===== src/rtl/bus_rr.sv =====
// bus_rr: shared-bus interconnect with device back-pressure, an in-order
// outstanding-transaction tracker and error responses for unmapped addresses.
// Optional macro BUS_ROUND_ROBIN_EN selects round-robin arbitration; when it is
// undefined the lowest requesting host index always wins.
module bus_rr #(
    parameter int unsigned NrHosts        = 3,
    parameter int unsigned NrDevices      = 2,
    parameter int unsigned DataWidth      = 32,
    parameter int unsigned AddressWidth   = 32,
    parameter int unsigned MaxOutstanding = 4
) (
    input  logic                      clk_i,
    input  logic                      rst_i,
    input  logic                      host_req_i           [NrHosts],
    output logic                      host_gnt_o           [NrHosts],
    input  logic [AddressWidth-1:0]   host_addr_i          [NrHosts],
    input  logic                      host_we_i            [NrHosts],
    input  logic [DataWidth/8-1:0]    host_be_i            [NrHosts],
    input  logic [DataWidth-1:0]      host_wdata_i         [NrHosts],
    output logic                      host_rvalid_o        [NrHosts],
    output logic [DataWidth-1:0]      host_rdata_o         [NrHosts],
    output logic                      host_err_o           [NrHosts],
    output logic                      device_req_o         [NrDevices],
    input  logic                      device_gnt_i         [NrDevices],
    output logic [AddressWidth-1:0]   device_addr_o        [NrDevices],
    output logic                      device_we_o          [NrDevices],
    output logic [DataWidth/8-1:0]    device_be_o          [NrDevices],
    output logic [DataWidth-1:0]      device_wdata_o       [NrDevices],
    input  logic                      device_rvalid_i      [NrDevices],
    input  logic [DataWidth-1:0]      device_rdata_i       [NrDevices],
    input  logic                      device_err_i         [NrDevices],
    input  logic [AddressWidth-1:0]   cfg_device_addr_base [NrDevices],
    input  logic [AddressWidth-1:0]   cfg_device_addr_mask [NrDevices]
);

    localparam int unsigned BeWidth = DataWidth / 8;
    localparam int unsigned HostW   = (NrHosts > 1) ? $clog2(NrHosts) : 1;
    localparam int unsigned TgtW    = $clog2(NrDevices + 1);
    localparam int unsigned PtrW    = (MaxOutstanding > 1) ? $clog2(MaxOutstanding) : 1;
    localparam int unsigned CntW    = $clog2(MaxOutstanding + 1);
    // Target code one past the last device marks a decode-error entry.
    localparam logic [TgtW-1:0] ErrTgt = TgtW'(NrDevices);

    logic [HostW-1:0]        ptr;
    logic                    win_valid;
    logic [HostW-1:0]        win_host;
    logic [AddressWidth-1:0] win_addr;
    logic                    win_we;
    logic [BeWidth-1:0]      win_be;
    logic [DataWidth-1:0]    win_wdata;
    logic [TgtW-1:0]         win_tgt;
    logic                    win_err;
    logic                    tgt_gnt;
    logic                    slot_ok;
    logic                    grant;

    logic [HostW-1:0]        trk_host [MaxOutstanding];
    logic [TgtW-1:0]         trk_tgt  [MaxOutstanding];
    logic                    trk_err  [MaxOutstanding];
    logic [PtrW-1:0]         wr_ptr;
    logic [PtrW-1:0]         rd_ptr;
    logic [CntW-1:0]         count;
    logic [TgtW-1:0]         last_tgt;
    logic                    trk_empty;
    logic                    trk_full;

    logic [HostW-1:0]        head_host;
    logic [TgtW-1:0]         head_tgt;
    logic                    head_err;
    logic                    head_rvalid;
    logic [DataWidth-1:0]    head_rdata;
    logic                    head_rerr;
    logic                    pop_dev;
    logic                    pop_err;
    logic                    pop;

    function automatic logic [PtrW-1:0] next_ptr(input logic [PtrW-1:0] p);
        return (32'(p) == MaxOutstanding - 1) ? '0 : p + PtrW'(1);
    endfunction

    // Pick one requesting host, searching upward from ptr and wrapping.
    always_comb begin
        win_valid = 1'b0;
        win_host  = '0;
        for (int unsigned h = 0; h < NrHosts; h++) begin
            if (!win_valid && host_req_i[h] && h >= 32'(ptr)) begin
                win_valid = 1'b1;
                win_host  = HostW'(h);
            end
        end
        for (int unsigned h = 0; h < NrHosts; h++) begin
            if (!win_valid && host_req_i[h] && h < 32'(ptr)) begin
                win_valid = 1'b1;
                win_host  = HostW'(h);
            end
        end
    end

    // Winner's request fields.
    always_comb begin
        win_addr  = '0;
        win_we    = 1'b0;
        win_be    = '0;
        win_wdata = '0;
        for (int unsigned h = 0; h < NrHosts; h++) begin
            if (win_host == HostW'(h)) begin
                win_addr  = host_addr_i[h];
                win_we    = host_we_i[h];
                win_be    = host_be_i[h];
                win_wdata = host_wdata_i[h];
            end
        end
    end

    // Address decode: lowest matching device index wins, none is an error.
    always_comb begin
        win_tgt = ErrTgt;
        for (int unsigned d = 0; d < NrDevices; d++) begin
            if (win_tgt == ErrTgt &&
                (win_addr & cfg_device_addr_mask[d]) == cfg_device_addr_base[d]) begin
                win_tgt = TgtW'(d);
            end
        end
    end

    assign win_err = (win_tgt == ErrTgt);

    // Back-pressure of the selected device.
    always_comb begin
        tgt_gnt = 1'b0;
        for (int unsigned d = 0; d < NrDevices; d++) begin
            if (win_tgt == TgtW'(d)) tgt_gnt = device_gnt_i[d];
        end
    end

    assign trk_empty = (count == '0);
    assign trk_full  = (count == CntW'(MaxOutstanding));
    // Tracker can take the winner: room left and no reordering across targets.
    assign slot_ok   = !rst_i && win_valid && !trk_full && (trk_empty || last_tgt == win_tgt);
    assign grant     = slot_ok && (win_err || tgt_gnt);

    // Forward the winner to its device; held while only device back-pressure blocks.
    always_comb begin
        for (int unsigned d = 0; d < NrDevices; d++) begin
            device_req_o[d]   = 1'b0;
            device_addr_o[d]  = '0;
            device_we_o[d]    = 1'b0;
            device_be_o[d]    = '0;
            device_wdata_o[d] = '0;
            if (slot_ok && win_tgt == TgtW'(d)) begin
                device_req_o[d]   = 1'b1;
                device_addr_o[d]  = win_addr;
                device_we_o[d]    = win_we;
                device_be_o[d]    = win_be;
                device_wdata_o[d] = win_wdata;
            end
        end
    end

    assign head_host = trk_host[rd_ptr];
    assign head_tgt  = trk_tgt[rd_ptr];
    assign head_err  = trk_err[rd_ptr];

    // Response signals of the device owning the oldest entry.
    always_comb begin
        head_rvalid = 1'b0;
        head_rdata  = '0;
        head_rerr   = 1'b0;
        for (int unsigned d = 0; d < NrDevices; d++) begin
            if (head_tgt == TgtW'(d)) begin
                head_rvalid = device_rvalid_i[d];
                head_rdata  = device_rdata_i[d];
                head_rerr   = device_err_i[d];
            end
        end
    end

    assign pop_dev = !trk_empty && !head_err && head_rvalid;
    assign pop_err = !trk_empty && head_err;
    assign pop     = pop_dev || pop_err;

    // Host-side grant and response routing.
    always_comb begin
        for (int unsigned h = 0; h < NrHosts; h++) begin
            host_gnt_o[h]    = grant && (win_host == HostW'(h));
            host_rvalid_o[h] = 1'b0;
            host_rdata_o[h]  = '0;
            host_err_o[h]    = 1'b0;
            if (pop && head_host == HostW'(h)) begin
                host_rvalid_o[h] = 1'b1;
                host_rdata_o[h]  = pop_dev ? head_rdata : '0;
                host_err_o[h]    = pop_err ? 1'b1 : head_rerr;
            end
        end
    end

    // Tracker pointers, occupancy and most recently pushed target.
    always_ff @(posedge clk_i or posedge rst_i) begin
        if (rst_i) begin
            wr_ptr   <= '0;
            rd_ptr   <= '0;
            count    <= '0;
            last_tgt <= '0;
        end else begin
            if (grant) begin
                wr_ptr   <= next_ptr(wr_ptr);
                last_tgt <= win_tgt;
            end
            if (pop) rd_ptr <= next_ptr(rd_ptr);
            if (grant && !pop)      count <= count + CntW'(1);
            else if (pop && !grant) count <= count - CntW'(1);
        end
    end

    // Tracker entry storage; validity is carried by the pointers.
    always_ff @(posedge clk_i) begin
        if (grant) begin
            trk_host[wr_ptr] <= win_host;
            trk_tgt[wr_ptr]  <= win_tgt;
            trk_err[wr_ptr]  <= win_err;
        end
    end

`ifdef BUS_ROUND_ROBIN_EN
    // Priority pointer moves just past the last granted host.
    always_ff @(posedge clk_i or posedge rst_i) begin
        if (rst_i)      ptr <= '0;
        else if (grant) ptr <= (32'(win_host) == NrHosts - 1) ? '0 : win_host + HostW'(1);
    end
`else
    assign ptr = '0;
`endif

`ifndef SYNTHESIS
    // A device response is only legal for the oldest outstanding entry.
    for (genvar d = 0; d < NrDevices; d++) begin : g_proto_chk
        a_rvalid_head : assert property (@(posedge clk_i) disable iff (rst_i)
            device_rvalid_i[d] |-> (!trk_empty && !head_err && head_tgt == TgtW'(d)));
    end
`endif

endmodule


===== config.mk =====
export PLATFORM = sky130hd
export DESIGN_NAME = bus_rr
export DESIGN_NICKNAME = d
export VERILOG_FILES = /design/src/rtl/bus_rr.sv
export SDC_FILE = /design/constraint.sdc
export NUM_CORES = 1
export LEC_CHECK = 0
export ABC_CLOCK_PERIOD_IN_PS = 7300
export BUFFER_PORTS_ARGS = -buffer_cell sky130_fd_sc_hd__buf_2
export CAP_MARGIN = 15
export CORE_AREA = 4 4 254 256
export DETAILED_ROUTE_END_ITERATION = 8
export DIE_AREA = 0 0 258 260
export PLACE_DENSITY = 0.36
export SETUP_SLACK_MARGIN = 0.2
export SYNTH_ARGS = -nofsm -noshare
export SYNTH_HDL_FRONTEND = slang
export SYNTH_SLANG_ARGS = --single-unit

===== constraint.sdc =====
create_clock -name clk_i -period 7.3 [get_ports clk_i]
set_input_delay 0.73 -clock clk_i [delete_from_list [all_inputs] [get_ports clk_i]]
set_output_delay 0.73 -clock clk_i [all_outputs]
set_load 0.01 [all_outputs]

==> results of run 1 <==
## cell usage after synthesis (17+ instances only)
cell,instances
a21oi_1,46
a22o_1,37
clkbuf_1,36
edfxtp_1,20
inv_1,42
mux2i_1,34
nand2_1,29
nand2b_1,39
nor2_1,276
nor3b_1,24
o21ai_0,23
o22a_1,17
o22ai_1,20
or2_2,18
## layer usage
layer	GRT usage (%)	vias to the layer above	wire [um]
met2	23.6	573	23800
met3	3.81	80	4640
met5	0	-	158
li1	-	4491	-
met4	3.04	22	949
met1	17.8	4593	21300
## through the flow
stage	worst slack [ps]	util (%)	hold WS [ps]	power, mW	cells
global placement	1020	16.3	537	1.14	2356
CTS	863	16.6	473	1.35	2366
detailed placement	867	16.4	548	1.16	2358
floorplan	3100	-	498	0.777	903
global route	483	16.6	491	1.43	2372
finish	872	16.7	459	1.33	2373
## area by class of cell
class / instances / area share [%]
well taps: 846 / 10.2
inverters: 44 / 1.59
flip-flops and latches: 29 / 7.93
clock inverters: 1 / 0.0481
repair buffers: 670 / 33.0
multi-input cells: 769 / 45.8
diodes: 7 / 0.168
clock buffers: 7 / 1.27
## how the worst max path moves through the flow
stage | startpoint | to | cells after the start
after floorplan | host_req_i[2] | count[2] | 19
after global placement | host_req_i[1] | device_addr_o[14] | 14
after detailed placement | host_req_i[1] | device_addr_o[7] | 14
after CTS | host_req_i[1] | device_addr_o[7] | 14
after global routing | host_req_i[1] | device_wdata_o[11] | 14
final | host_req_i[1] | device_addr_o[7] | 14
## state kept, by name, summed over array words and instances (netlist names)
signal    cells
last_tgt      2
trk_tgt       8
trk_host      8
count         3
wr_ptr        2
trk_err       4
rd_ptr        2
## logic make-up after synthesis
kind of cell | share of synthesized area [%]
simple gates | 38.1
mux | 8.70
xor+xnor | 1.45
fa+ha+maj | 1.58
compound gates | 28.8
flops | 13.7
buf+inv | 7.66
## where the power goes
part,internal [mW],switching (mW),leakage [nW]
Combinational,0.368,0.519,5.13
Clock,0.125,0.0632,0.0679
Sequential,0.218,0.0417,0.275
==> flow_metrics.py, run 1 <==
metrics = {
    "detailed_routing": {
        "dr.pass1.iters": 5,
        "drc": 0,
        "vias": 9759,
        "routed_wl_um": 50800,
        "ant_nets": 0,
        "drt_iter0_drc": 633,
        "viasPerCell": 4.11,
        "routedWlPerCell_um": 21.4,
    },
    "synthesis": {
        "yosysTopAreaCell": "nor2_1",
        "syn_area_per_cell_um2": 6.67,
        "synthCells": 903,
        "async_flop_share_pct": 31.0,
        "synthFlopType": "edfxtp_1",
        "synth_top_area_share_pct": 17.2,
        "synth_warnings": 0,
        "synth_area_leaders": "nor2_1, edfxtp_1, mux2i_1",
        "ys_types": 67,
        "netlist_area_um2": 6020,
        "syn_nets": 1320,
        "seq_area_frac_synth_pct": 13.7,
        "ys_ff_latch": 29,
        "synth_edf_count": 20,
    },
    "floorplanning": {
        "core_um2": 62500,
        "die_width_um": 258,
        "io_pins": 655,
        "die_area_um2": 67100,
        "die_h_um": 260,
        "fp-row-count": 92,
        "initial_core_util_pct": 9.64,
    },
    "clocking": {
        "cts-resized-gates": 0,
        "clk_transition_reported_paths_ps": 50,
        "ctsHoldBuffers": 0,
        "cts-root-buf": "clkbuf_16",
        "clk_latency_ps": 270,
        "clock-sinks": 29,
        "cts.htree.levels": 2,
        "cts_tree": "built",
        "clock_path_buffers": 2,
        "cts_setup_buffers": 0,
        "cts_buffers": 5,
    },
    "setup_path": {
        "arrival_ps": 5700,
        "cp_top_family": "simple AND/OR/NAND/NOR gates",
        "worstSetupPathType": "input port to output port",
        "required_ps": 6570,
        "r2r_start": "rd_ptr[0]",
        "ff2ff_path_depth": 11,
        "startpoint_type": "input port",
        "worstSetupEndpointType": "output port",
        "max_stage_delay_ps": 570,
        "crit_chain": "buf_2, nand2b_2, buf_4, o22a_1, nand2_1, nor3b_1, a2111oi_0, nand4_1, or2_1, nor2_1, nand3_4, buf_4, nor2_1, buf_2",
        "cp_slowest_cell": "a2111oi_0",
        "worst-path-buf-inv": 4,
        "r2r-end": "count[2]",
        "r2r_slack_ps": 3620,
        "cp_max_fo": 31,
    },
    "grt": {
        "grt_usage_pct": 14.0,
        "grt_pass1_wl_um": 69800,
        "antenna_found_initial": 29,
        "grt_max_degree": 71,
        "first_global_vias": 10100,
        "grt-ovfl-total": 0,
    },
    "finish": {
        "nets": 1936,
        "syn_to_final_growth_pct": 72.8,
        "n_fill_cell": 7293,
        "drive_gt1_share_pct": 47.5,
        "final_common_cell": "buf_2",
        "fin_area_um2": 10400,
        "multiInputGateArea_um2": 4770,
        "mostFrequentLayoutCells": "buf_2, nor2_1, a21oi_1",
        "seq_area_um2": 826,
    },
    "sta": {
        "fmax_mhz": 156,
        "setup_viol": 0,
        "period_share_pct": 88.1,
        "clock_skew_ps": 5.75,
        "maxSlewHeadroom_pct": 28.9,
        "tns_ps": 0,
        "hold_viol": 0,
        "period_minus_slack_ps": 6430,
        "tightestPinTransition_ps": 1070,
        "rsz0062_at_grt": "no",
        "slew_violations": 0,
    },
    "power_and_ir_drop": {
        "p_per_area_nw_per_um2": 128,
        "leakage_nw": 5.48,
        "ir_drop_v": 0.000116,
    },
    "run": {
        "maxCapViolations": 0,
    },
    "placement": {
        "gp_congestion": 0.937,
        "io_buffers": 654,
        "hpwl_um": 44400,
        "placed_area_um2": 10300,
    },
    "hold_path": {
        "hp-class": "input port to asynchronous set/reset pin",
    },
    "outcome": {
        "status": "completed",
    },
}
No activity file was read; power rests on OpenSTA's default activity.
==> run 2: changes to the inputs <==
BUFFER_PORTS_ARGS = -buffer_cell sky130_fd_sc_hd__buf_4   (was -buffer_cell sky130_fd_sc_hd__buf_2)
GPL_ROUTABILITY_DRIVEN = 0   (was not set)
==> run 2 against run 1 <==
Effect of this change: sequential cell count unchanged; sequential share of layout area decreased by 1.1 points; clock skew decreased by 2.3 ps; power increased by 9.4%; non-clock buffer count decreased by 4; critical path type unchanged; largest power group unchanged.
==> flow_metrics.py, run 2 (synthesis results as in run 1) <==
metrics = {
    "finish": {
        "mostFrequentLayoutCells": "buf_4, nor2_1, a21oi_1",
        "syn_to_final_growth_pct": 99.4,
        "reg.largest.list": "trk_host: 8 flops, trk_tgt: 8 flops, trk_err: 4 flops",
        "final_common_cell": "buf_4",
        "finalNonFillerCells": 2369,
        "fin_area_um2": 12000,
        "drive_gt1_share_pct": 47.4,
        "nets": 1932,
    },
    "placement": {
        "io_buffers": 654,
        "dp_cells": 2354,
        "hpwl_um": 45400,
        "placed_area_um2": 11800,
    },
    "clocking": {
        "cts-resized-gates": 0,
        "clk_latency_ps": 270,
        "cts-root-buf": "clkbuf_16",
        "clk_transition_reported_paths_ps": 50,
        "ctsHoldBuffers": 0,
        "cts_setup_buffers": 0,
        "cts.htree.levels": 2,
        "clock-sinks": 29,
        "cts_tree": "built",
        "cts_buffers": 5,
        "clock_path_buffers": 2,
    },
    "setup_path": {
        "crit_path_start": "host_req_i[2]",
        "cp_common_cell": "buf_4",
        "required_ps": 6570,
        "max_stage_delay_ps": 840,
        "arrival_ps": 5580,
        "cp_max_fo": 70,
        "worstSetupPathType": "input port to output port",
        "cp_slowest_cell": "nand3_4",
        "r2r_start": "rd_ptr[0]",
        "startpoint_type": "input port",
        "crit_chain": "buf_4, nand2b_2, buf_4, o22a_1, a21oi_1, a2111oi_0, and4bb_1, nand4_1, nor2_1, nand3_4, nor2_1, buf_4",
        "worstSetupEndpointType": "output port",
    },
    "detailed_routing": {
        "ant_nets": 0,
        "routedWlPerCell_um": 22.3,
        "viasPerCell": 4.11,
        "vias": 9744,
        "routed_wl_um": 52800,
        "drc": 0,
        "drt_iter0_drc": 724,
        "dr.pass1.iters": 5,
    },
    "sta": {
        "period_minus_slack_ps": 6310,
        "period_share_pct": 86.5,
        "maxSlewHeadroom_pct": 27.2,
        "fmax_mhz": 158,
        "tightestPinTransition_ps": 1090,
        "slew_violations": 0,
        "rsz0062_at_grt": "no",
        "tns_ps": 0,
        "hold_viol": 0,
        "clock_skew_ps": 3.43,
        "setup_viol": 0,
    },
    "grt": {
        "grt_max_degree": 71,
        "grt_usage_pct": 14.4,
        "first_global_vias": 10100,
        "antenna_found_initial": 11,
        "grt_pass1_wl_um": 71800,
        "grt-ovfl-total": 0,
    },
    "power_and_ir_drop": {
        "leakage_nw": 5.78,
        "ir_drop_v": 0.000113,
        "p_per_area_nw_per_um2": 122,
    },
    "floorplanning": {
        "die_area_um2": 67100,
        "io_pins": 655,
        "die_width_um": 258,
        "die_h_um": 260,
        "initial_core_util_pct": 9.64,
        "core_um2": 62500,
        "fp-row-count": 92,
    },
    "hold_path": {
        "hp-class": "input port to asynchronous set/reset pin",
    },
    "run": {
        "maxCapViolations": 0,
    },
    "outcome": {
        "status": "completed",
    },
}
==> run 2: cell count changes in the layout (fill, tap and decap cells not counted), sizes merged <==
cell / previous run / this run
bufinv: 0 / 1
clkinv: 1 / 0
buf: 670 / 666
==> run 2: worst paths after layout <==
check,slack (ps),endpoint,depth (start not counted)
worst max-delay path,990,device_addr_o[32],12
max in group asynchronous,6550,wr_ptr[0],2
min in group clk_i,550,count[0],1
worst max register to register,3590,count[2],11
worst min-delay path,460,count[2],2
worst min register to register,550,count[0],1
==> run 2: final cells by class <==
cell class | count | area [um2]
Sequential cell | 29 | 826
Fill cell | 7167 | 50500
Timing Repair Buffer | 666 | 5000
Antenna cell | 7 | 17.5
Inverter | 44 | 165
Clock buffer | 7 | 143
Clock inverter | 1 | 30.0
Multi-Input combinational cell | 769 | 4770
Tap cell | 846 | 1060
==> run 2: report_power, final <==
part / switching [mW] / total, mW / internal [mW]
clock: 0.0674 / 0.237 / 0.170
combinational: 0.522 / 0.965 / 0.443
sequential: 0.0397 / 0.257 / 0.218
total: 0.629 / 1.46 / 0.831
==> run 2: worst max-delay path, delay by kind of cell <==
| kind | cells | cell delay (ps) |
|---|---|---|
| buffers and inverters | 3 | 950 |
| AO/OA/AOI/OAI | 3 | 1000 |
| AND/OR/NAND/NOR | 6 | 2840 |
==> run 2: metrics by stage <==
stage                     power (mW)  setup WS [ps]  hold slack (ps)  util [%]
after floorplan                0.777           3100              498         -
after global routing            1.56            730              490      19.2
after global placement          1.22           1040              534      18.9
after CTS                       1.47           1030              467      19.2
after detailed placement        1.23           1030              549      18.9
final                           1.46            985              463      19.2
==> run 2: routing by layer <==
layer	global-route usage, %	share of wire [%]	wire [um]
met1	17.9	41	21500
met2	25.3	49	25700
met3	3.57	8.6	4540
met4	3.01	1.8	973
met5	0	0.099	52
==> run 3: changes to the inputs <==
==> constraint.sdc (replaced) <==
create_clock -name clk_i -period 7.3 [get_ports clk_i]
set_input_delay 1.46 -clock clk_i [delete_from_list [all_inputs] [get_ports clk_i]]
set_output_delay 1.46 -clock clk_i [all_outputs]
set_load 0.01 [all_outputs]
==> run 3 against run 2 <==
Effect of this change: combinational power grew 0.6%; critical path type unchanged; clock skew grew 1.0 ps; highest routed layer unchanged; largest cell class unchanged; largest power group unchanged; sequential share of layout area shrank 0.13 points.
==> flow_metrics.py, run 3 (synthesis results as in run 1) <==
metrics = {
    "outcome": {
        "status": "completed",
    },
    "clocking": {
        "cts.htree.levels": 2,
        "clk_latency_ps": 270,
        "ctsHoldBuffers": 0,
        "cts_tree": "built",
        "clock_path_buffers": 2,
        "clock-sinks": 29,
        "clk_transition_reported_paths_ps": 50,
        "cts_buffers": 5,
        "cts-root-buf": "clkbuf_16",
    },
    "floorplanning": {
        "core_um2": 62500,
        "die_h_um": 260,
        "die_width_um": 258,
        "io_pins": 655,
        "initial_core_util_pct": 9.64,
        "fp-row-count": 92,
        "die_area_um2": 67100,
    },
    "sta": {
        "rsz0062_at_grt": "no",
        "clock_skew_ps": 4.45,
        "period_share_pct": 93.2,
        "slew_violations": 0,
        "tightestPinTransition_ps": 1070,
        "maxSlewHeadroom_pct": 28.3,
        "setup_viol": 0,
        "fmax_mhz": 147,
        "hold_viol": 0,
        "period_minus_slack_ps": 6810,
        "tns_ps": 0,
    },
    "detailed_routing": {
        "dr.pass1.iters": 6,
        "ant_nets": 0,
        "routedWlPerCell_um": 21.9,
        "vias": 9654,
        "routed_wl_um": 52400,
        "drc": 0,
        "drt_iter0_drc": 603,
        "viasPerCell": 4.03,
    },
    "setup_path": {
        "cp_max_fo": 25,
        "ff2ff_path_depth": 11,
        "startpoint_type": "input port",
        "cp_slowest_cell": "a2111oi_0",
        "worst-path-buf-inv": 4,
        "max_stage_delay_ps": 570,
        "r2r_slack_ps": 3670,
        "arrival_ps": 5350,
        "required_ps": 5840,
        "worstSetupEndpointType": "output port",
        "crit_chain": "buf_4, nand2b_2, buf_4, o22a_1, a21oi_1, a2111oi_0, and4bb_1, nand4_1, nor2_4, o211ai_1, nand3_4, buf_4, nor2_1, buf_4",
        "cp_common_cell": "buf_4",
        "r2r-end": "count[2]",
        "r2r_start": "rd_ptr[0]",
        "cp_top_family": "simple AND/OR/NAND/NOR gates",
        "worstSetupPathType": "input port to output port",
    },
    "power_and_ir_drop": {
        "p_per_area_nw_per_um2": 116,
        "leakage_nw": 5.90,
        "power_switching_mw": 0.625,
        "clockPowerShare_pct": 13.3,
        "sw_frac_of_total_pct": 44.0,
        "comb_power_share_pct": 68.4,
        "internal-power_mw": 0.794,
        "ir_drop_v": 0.000124,
        "power_frac_seq_pct": 18.3,
    },
    "finish": {
        "drive_gt1_share_pct": 48.6,
        "utilization_pct": 19.6,
        "syn_to_final_growth_pct": 103,
        "mostFrequentLayoutCells": "buf_4, nor2_1, a21oi_1",
        "reg.largest.list": "trk_host: 8 flops, trk_tgt: 8 flops, trk_err: 4 flops",
        "final_common_cell": "buf_4",
        "nets": 1958,
    },
    "grt": {
        "antenna_found_initial": 11,
        "first_global_vias": 10100,
        "grt_usage_pct": 14.1,
        "grt-ovfl-total": 0,
        "grt_pass1_wl_um": 69900,
        "grt_max_degree": 52,
    },
    "hold_path": {
        "min_from": "count[0]",
        "hp-class": "register to register",
        "whs_path_depth": 1,
        "hold_path_end": "count[0]",
    },
    "placement": {
        "io_buffers": 654,
        "hpwl_um": 45300,
    },
    "run": {
        "maxCapViolations": 0,
    },
}
[run 3: cell count changes in the layout (fill, tap and decap cells not counted), sizes merged]
| cell | delta |
|---|---|
| nand3 | +1 |
| diode | -2 |
| bufinv | -1 |
| buf | +25 |
| clkinv | +1 |
[run 3: power groups by stage]
| stage | registers (mW) | clock network (mW) | logic (mW) |
|---|---|---|---|
| after floorplan | 0.242 | 0 | 0.534 |
| after global placement | 0.261 | 0 | 0.965 |
| after detailed placement | 0.263 | 0 | 0.968 |
| after CTS | 0.260 | 0.193 | 0.971 |
| after global routing | 0.266 | 0.202 | 1.05 |
| final | 0.259 | 0.189 | 0.971 |
[run 3: how the worst max path moves through the flow]
stage             startpoint                  to  cells after the start
2_1_floorplan  host_req_i[2]   device_addr_o[22]                     13
4_1_cts        host_req_i[2]    device_addr_o[6]                     15
5_1_grt        host_req_i[2]  device_wdata_o[58]                     15
6_report       host_req_i[2]  device_wdata_o[58]                     14
3_5_place_dp   host_req_i[0]    device_addr_o[6]                     14
3_3_place_gp   host_req_i[0]    device_addr_o[6]                     14
[run 3: repair_timing]
item / CTS / global route
gates resized for setup: 2 / 8
pin swaps: 0 / 4
setup buffers: 0 / 5
cloned: 0 / 1
endpoints found under the setup margin: 44 / 111
[run 3: worst register-to-register path, cell delays in order (launching register included)]
cell     delay, ps
dfrtp_1        620
mux4_2         560
buf_4          330
mux2i_1        360
nor2_1          70
o22ai_1        480
ha_1           300
inv_1           60
fa_1           370
xor2_1         150
nor2_1         110
xor2_1         150
[run 3: per-stage QoR]
stage	hold slack (ps)	setup slack [ps]	power [mW]	cell area [um2]	instances
after floorplan	498	1760	0.777	6020	903
after global placement	543	56.9	1.23	12000	2374
after detailed placement	549	94.0	1.23	12000	2374
after CTS	556	265	1.42	12100	2382
after global routing	581	206	1.51	12200	2390
final	554	494	1.42	12200	2393
[run 3: area by class of cell]
cell class,instances,area (um2)
tap,846,1060
antenna,5,12.5
clock inverter,1,3.75
timing repair buffer,691,5230
sequential,29,826
fill,7163,50300
multi-input combinational,770,4810
clock buffer,7,133
inverter,44,168
[run 3: routing by layer]
layer  GRT usage (%)  wire length, um  vias to the layer above
met2            24.8            25400                      531
met1            16.9            20700                     4506
met4            2.83              921                       16
li1                -                -                     4539
met5               0               96                        -
met3            4.28             5310                       62
